===== config.mk =====
export PLATFORM = sky130hd
export DESIGN_NAME = wb_ctrl
export DESIGN_NICKNAME = d
export VERILOG_FILES = /design/src/rtl/wb_ctrl.sv
export SDC_FILE = /design/constraint.sdc
export NUM_CORES = 1
export LEC_CHECK = 0
export CAP_MARGIN = 20
export CORE_MARGIN = 2
export CORE_UTILIZATION = 47
export CTS_CLUSTER_SIZE = 16
export DETAILED_ROUTE_END_ITERATION = 8
export PLACE_DENSITY = 0.95
export SLEW_MARGIN = 20
export SYNTH_ARGS = -nofsm -noshare
export SYNTH_HDL_FRONTEND = slang
export SYNTH_SLANG_ARGS = --single-unit

===== constraint.sdc =====
create_clock -name clk -period 3.9 [get_ports clk]
set_clock_uncertainty 0.1 [all_clocks]
set_input_delay 0.39 -clock clk [delete_from_list [all_inputs] [get_ports clk]]
set_output_delay 0.39 -clock clk [all_outputs]
set_load 0.03 [all_outputs]

===== src/rtl/wb_ctrl.sv =====
// wb_ctrl: write-back controller. Merges single-cycle EX results and
// long-latency results into one registered regfile write per cycle, tracks
// the single outstanding long op and stalls ID on hazards against it.
module wb_ctrl #(
   parameter int AW = 5,
   parameter int DW = 32
) (
   input  logic          clk,
   input  logic          rst_n,
   input  logic          ex_we_i,
   input  logic [AW-1:0] ex_waddr_i,
   input  logic [DW-1:0] ex_wdata_i,
   input  logic          lop_issue_i,
   input  logic [AW-1:0] lop_rd_i,
   input  logic          lop_done_i,
   input  logic [AW-1:0] lop_waddr_i,
   input  logic [DW-1:0] lop_wdata_i,
   output logic          lop_ready_o,
   input  logic [AW-1:0] id_rs1_i,
   input  logic [AW-1:0] id_rs2_i,
   input  logic [AW-1:0] id_rd_i,
   input  logic          id_is_lop_i,
   output logic          stall_o,
   output logic          we_o,
   output logic [AW-1:0] waddr_o,
   output logic [DW-1:0] wdata_o
);

   // Outstanding long op
   logic          r_pend;
   logic [AW-1:0] r_pend_rd;

   // Holding buffer for a long-op result that lost arbitration
   logic          r_buf_v;
   logic [AW-1:0] r_buf_addr;
   logic [DW-1:0] r_buf_data;

   // Registered write port
   logic          r_we;
   logic [AW-1:0] r_waddr;
   logic [DW-1:0] r_wdata;

   logic          w_ex_win;
   logic          w_lop_acc;
   logic          w_have;
   logic [AW-1:0] w_sel_addr;
   logic [DW-1:0] w_sel_data;
   logic          w_lop_out;
   logic          w_buf_load;
   logic          w_we_next;
   logic          w_pend_set;
   logic          w_rd_hit;

   assign w_ex_win  = ex_we_i && (ex_waddr_i != '0);
   assign w_lop_acc = lop_done_i && !r_buf_v;

   // Fixed-priority arbitration: EX, then buffered result, then incoming result
   always_comb begin
      w_have     = 1'b0;
      w_sel_addr = r_waddr;
      w_sel_data = r_wdata;
      w_lop_out  = 1'b0;
      w_buf_load = 1'b0;
      if (w_ex_win) begin
         w_have     = 1'b1;
         w_sel_addr = ex_waddr_i;
         w_sel_data = ex_wdata_i;
         w_buf_load = w_lop_acc;
      end else if (r_buf_v) begin
         w_have     = 1'b1;
         w_sel_addr = r_buf_addr;
         w_sel_data = r_buf_data;
         w_lop_out  = 1'b1;
      end else if (w_lop_acc) begin
         w_have     = 1'b1;
         w_sel_addr = lop_waddr_i;
         w_sel_data = lop_wdata_i;
         w_lop_out  = 1'b1;
      end
   end

   // A winner addressed to x0 still retires the long op but never writes
   assign w_we_next = w_have && (w_sel_addr != '0);

   // Completion clears first, so an issue in the completing cycle is taken
   assign w_pend_set = lop_issue_i && (!r_pend || w_lop_out);

   assign w_rd_hit = (id_rs1_i == r_pend_rd) || (id_rs2_i == r_pend_rd) ||
                     (id_rd_i == r_pend_rd);

   assign stall_o     = (r_pend && (r_pend_rd != '0) && w_rd_hit) ||
                        (r_pend && id_is_lop_i) || r_buf_v;
   assign lop_ready_o = !r_buf_v;

   assign we_o    = r_we;
   assign waddr_o = r_waddr;
   assign wdata_o = r_wdata;

   // Write port register: address/data hold when nothing is written
   always_ff @(posedge clk) begin
      if (!rst_n) begin
         r_we    <= 1'b0;
         r_waddr <= '0;
         r_wdata <= '0;
      end else begin
         r_we <= w_we_next;
         if (w_we_next) begin
            r_waddr <= w_sel_addr;
            r_wdata <= w_sel_data;
         end
      end
   end

   // Pending long-op tracking
   always_ff @(posedge clk) begin
      if (!rst_n) begin
         r_pend    <= 1'b0;
         r_pend_rd <= '0;
      end else if (w_pend_set) begin
         r_pend    <= 1'b1;
         r_pend_rd <= lop_rd_i;
      end else if (w_lop_out) begin
         r_pend    <= 1'b0;
      end
   end

   // Holding buffer: load on lost arbitration, drain when it wins
   always_ff @(posedge clk) begin
      if (!rst_n) begin
         r_buf_v    <= 1'b0;
         r_buf_addr <= '0;
         r_buf_data <= '0;
      end else if (w_buf_load) begin
         r_buf_v    <= 1'b1;
         r_buf_addr <= lop_waddr_i;
         r_buf_data <= lop_wdata_i;
      end else if (r_buf_v && !w_ex_win) begin
         r_buf_v    <= 1'b0;
      end
   end

endmodule


* Word level (Yosys, flattened, before mapping)
Index checks and enable logic that the tools add are counted.
** Storage, ports and cells
- Flip-flop bits (word level) :: 82
- Input port bits :: 100
- Output and inout bits :: 40
** Operators by class
- Eq/ne operators :: 3
- Multiplexer cells :: 15
- Reductions and logical operators :: 23
** Operators by type and width (number)
- 2-to-1 mux 32 bit :: 3
- == test 5 bit :: 3
- 2-to-1 mux 5 bit :: 3
- nonzero test 5 bit :: 3
- 2-to-1 mux 1 bit :: 9
- logical AND 1 bit :: 8
- logical OR 1 bit :: 5
- nonzero test 2 bit :: 2
- logical NOT 1 bit :: 3
- nonzero test 3 bit :: 1
- AND reduction 2 bit :: 1

* Longest topological paths before layout
- Depth after elaboration :: 8
- Mapped depth :: 8
- Depth with buffers taken out :: 5

* Worst setup path before layout
OpenSTA, ideal clock, no wires.
- Path type :: input to register
- Start point :: input ex_waddr_i[1]
- End point :: register r_wdata[10] (netlist: wdata_o[10])
- Arrival time :: 1.908 ns
- Setup slack :: 1.820 ns
- Stages :: 6
- Cells stage by stage :: or3_1 -> o21a_1 -> buf_2 -> o31ai_4 -> buf_6 -> mux2i_1
** On the way
- Word-level cells in the longest chain between the ends :: 6
- Elaborated cells between the ends (all ways) :: 9
** RTL lines
- start, declared :: RTL line 11 : input logic [AW-1:0] ex_waddr_i,
- nonzero test 5 bit :: RTL line 54 : assign w_ex_win = ex_we_i && (ex_waddr_i != '0);
- logical AND 1 bit :: RTL line 54
- 2-to-1 mux 5 bit :: RTL line 64 : if (w_ex_win) begin
- nonzero test 5 bit :: RTL line 83 : assign w_we_next = w_have && (w_sel_addr != '0);
- logical AND 1 bit :: RTL line 83
- AND reduction 2 bit (no line)
- end signal, assigned :: RTL line 109 : r_wdata <= w_sel_data;
- end, declared :: RTL line 41 : logic [DW-1:0] r_wdata;
Parallel ways exist; a longest one is shown, timed or not.
A chain may end at the register's enable or synchronous reset.

* Worst setup path in the final report
- Start point :: input id_rd_i[4]
- End point :: output stall_o
** On the way
- Word-level cells in the longest chain between the ends :: 5
** RTL lines
- start, declared :: RTL line 21 : input logic [AW-1:0] id_rd_i,
- == test 5 bit :: RTL line 89 : (id_rd_i == r_pend_rd);
- logical OR 1 bit :: RTL line 88 : assign w_rd_hit = (id_rs1_i == r_pend_rd) || (id_rs2_i == r_pend_rd) ||
- logical AND 1 bit :: RTL line 91 : assign stall_o = (r_pend && (r_pend_rd != '0) && w_rd_hit) ||
- logical OR 1 bit :: RTL line 91
- logical OR 1 bit :: RTL line 92 : (r_pend && id_is_lop_i) || r_buf_v;
- end, declared :: RTL line 23 : output logic stall_o,
No other way between the ends.

==> metrics.md <==
| Metric | Value |
|---|---|
| Residual DRC count | `0` |
| Dpl cell area | `5460 um2` |
| Arrival @ worst endpoint | `2320 ps` |
| Worst-Margin Slew | `714 ps` |
| Total number of vias | `3881` |
| Clock latency on the worst-skew pair | `340 ps` |
| Crit Path Max Fanout | `1` |
| Initial cell density of the core | `48.8%` |
| Met3 Use GR | `3.68%` |
| Avg WL per Cell | `15.2 um` |
| Fraction of layout cells with a size suffix above 1 | `5.37%` |
| Crit end category | `output pin` |
| Final hold vios | `0` |
| Mux contribution to synthesized area | `18.7%` |
| Post-Route WL | `10.9 mm` |
| Leakage | `2.09 nW` |
| CTS Hold Bufs | `0` |
| GR met1 Demand/Resource | `26.6%` |
| Post-synth EDFFs | `0` |
| Complex-gate fraction of the synthesized area | `16.0%` |
| Synth Area in Adders | `0%` |
| TritonRoute pass-1 iters | `4` |
| Sequential-to-total area share from yosys stat | `40.6%` |
| Setup CP Type | `in2out` |
| Min Tclk post-route | `2810 ps` |
| Total core area | `8300 um2` |
| Synth cell types | `32` |
| Largest net degree at the start of global routing | `68` |
| Reg clk slew, reported paths | `70 ps` |
| Worst Path Required | `3410 ps` |
| Crit path to | `stall_o` |
| Crit. Startpoint | `id_rd_i[4]` |
| Primary FF master, synth | `dfxtp_1` |
| Total Nets Final | `709` |
| Post-Synth Simple-Gate Area | `16.6%` |
| Synthesis-to-finish area growth | `40.5%` |
| Number of CTS-inserted buffers | `9` |
| GRT Total Usage | `22.7%` |
| Worst setup SP type | `primary input` |
| Syn_area_per_cell | `8.31 um2` |
| Inserted Diodes | `0` |
| Setup Fix Bufs, Post-CTS | `0` |
| CTS tree | `done` |
| Top cells by count, synth | `nand2_1, dfxtp_1, mux2i_1, a21oi_1, o211ai_1` |
| Area leader, netlist | `dfxtp_1` |
| Boundary Pins | `140` |
| Synth Register Bits | `82` |
| Area contributors post-synth | `dfxtp_1, mux2i_1, nand2_1` |
| Main combinational cell family by area after synthesis | `multiplexers` |
| Die X | `96.8 um` |
| Post-Syn Instances | `487` |
| Max-slew violations | `0` |
| Die area | `9370 um2` |
| RSZ-0062 raised after global routing | `no` |
| Reg-to-reg startpoint | `r_buf_v` |
| # rows | `33` |
| Post-route ant nets | `0` |
| Total Neg Setup Slack | `0 ps` |
| Post-synth ARST share | `0%` |
| Most instantiated library cell after synthesis | `nand2_1` |
| Grt total ovfl | `0` |
| Port Buffers | `139` |
| GPL Wtd Cong | `0.923` |
| Post-synth top area share | `40.6%` |
| Cell Area, Synth | `4050 um2` |
| Status | `finished, final reports clean` |
| Vias in the first global route | `3809` |
| Detailed placement HPWL | `7.99 mm` |
| Hold Path Class | `reg2reg` |
| Final setup fails | `0` |
| Clock buffer depth | `2` |
| Detailed-route vias per instance | `5.40` |
| R2r setup slk | `1330 ps` |
| Tcrit/Tclk final | `72.0%` |
| Final Cell Area | `5690 um2` |
| H-tree Lvls | `3` |
| VDD IR max | `0.000194 V` |
| Initial antenna violation count | `0` |
| Hold Path Stages | `2` |
| Root buf cell | `clkbuf_8` |
| First-pass GRT wire length | `17.8 mm` |
| Pwr per Cell Area | `383 nW/um2` |
| Worst relative slew slack | `52.3%` |
| Initial drt markers | `137` |
| Die Span Y | `96.8 um` |
| Post-Synth XOR/XNOR Area | `3.25%` |
| Syn_nets | `587` |
| Met2 track demand over resource | `41.0%` |
| Number of max-cap violations | `0` |
| Worst Reg2Reg Path Length in Cells | `6` |
| Grt peak-use layer | `met2` |
| Post_cts resized | `0` |
| Worst reg2reg endpoint | `wdata_o[29]` |
| Fmax | `356 MHz` |
| TritonCTS Sinks | `82` |
| Yosys warning count | `0` |
==> report_power, final <==
group / internal, mW / leakage, nW / switching [mW]
clock network: 0.382 / 0.110 / 0.309
logic: 0.264 / 1.31 / 0.278
registers: 0.901 / 0.676 / 0.0435
total: 1.55 / 2.09 / 0.630
==> critical path, stage by stage <==
cell and delay (ps):
clkdlybuf4s50_1 500, xnor2_1 140, nand3_1 100, nor3_1 200
o22ai_1 130, a21oi_1 180, clkdlybuf4s50_1 700
==> cells in the final DEF (no fill, tap or decap), types with 3 or more instances in the layout <==
master	synthesis	final
nand2_1	146	146
clkdlybuf4s50_1	0	138
dfxtp_1	82	81
mux2i_1	69	69
a21oi_1	49	49
o211ai_1	32	32
xnor2_1	13	13
nand3_1	11	11
o21ai_0	10	10
clkbuf_8	0	10
nor2_1	9	9
buf_4	0	8
inv_1	4	4
mux2_4	3	3
==> final cells by class <==
class | count | area [um2]
Timing Repair Buffer | 147 | 1450
Clock buffer | 11 | 141
Clock inverter | 5 | 85.1
Sequential cell | 82 | 1640
Multi-Input combinational cell | 364 | 2220
Inverter | 5 | 18.8
Fill cell | 602 | 2610
Tap cell | 105 | 131
==> sequential cells by signal (all words and copies together), names as in the netlist <==
signal	cells
r_buf_data	32
wdata_o	32
r_buf_addr	5
r_pend_rd	5
waddr_o	5
r_buf_v	1
r_pend	1
we_o	1
==> worst min-delay path by stage <==
stage | to | from | slack (ps)
after detailed placement | r_buf_addr[4] | r_buf_addr[4] | 350
after global routing | r_buf_data[3] | r_buf_data[3] | 380
after CTS | r_buf_addr[4] | r_buf_addr[4] | 360
after floorplan | r_buf_addr[0] | r_buf_addr[0] | 340
final | r_buf_addr[4] | r_buf_addr[4] | 360
after global placement | r_buf_data[21] | r_buf_data[21] | 340
==> routing by layer <==
metal	wire (um)	vias to the layer above	part of all wire, %
met4	328	0	3.0
met5	0	-	0
met3	440	27	4.0
li1	-	1917	-
met2	5580	112	51
met1	4590	1825	42
==> cell families (layout without fill, tap and decap cells) <==
kind of cell / after synthesis / after routing
xor+xnor: 15 / 15
mux: 74 / 74
buf+inv: 41 / 168
simple gates: 172 / 172
compound gates: 103 / 103
flops: 82 / 82
==> through the flow <==
step	std cells	utilization [%]	hold WS (ps)	setup WS, ps	power [mW]
final	719	68.5	358	1090	2.18
after CTS	719	68.5	358	1110	2.19
after floorplan	487	-	336	1820	1.26
after detailed placement	703	65.8	347	894	1.50
after global placement	703	65.8	341	977	1.48
after global routing	719	68.5	383	1020	2.26
Note: power is estimated with default switching activity, not from simulation.
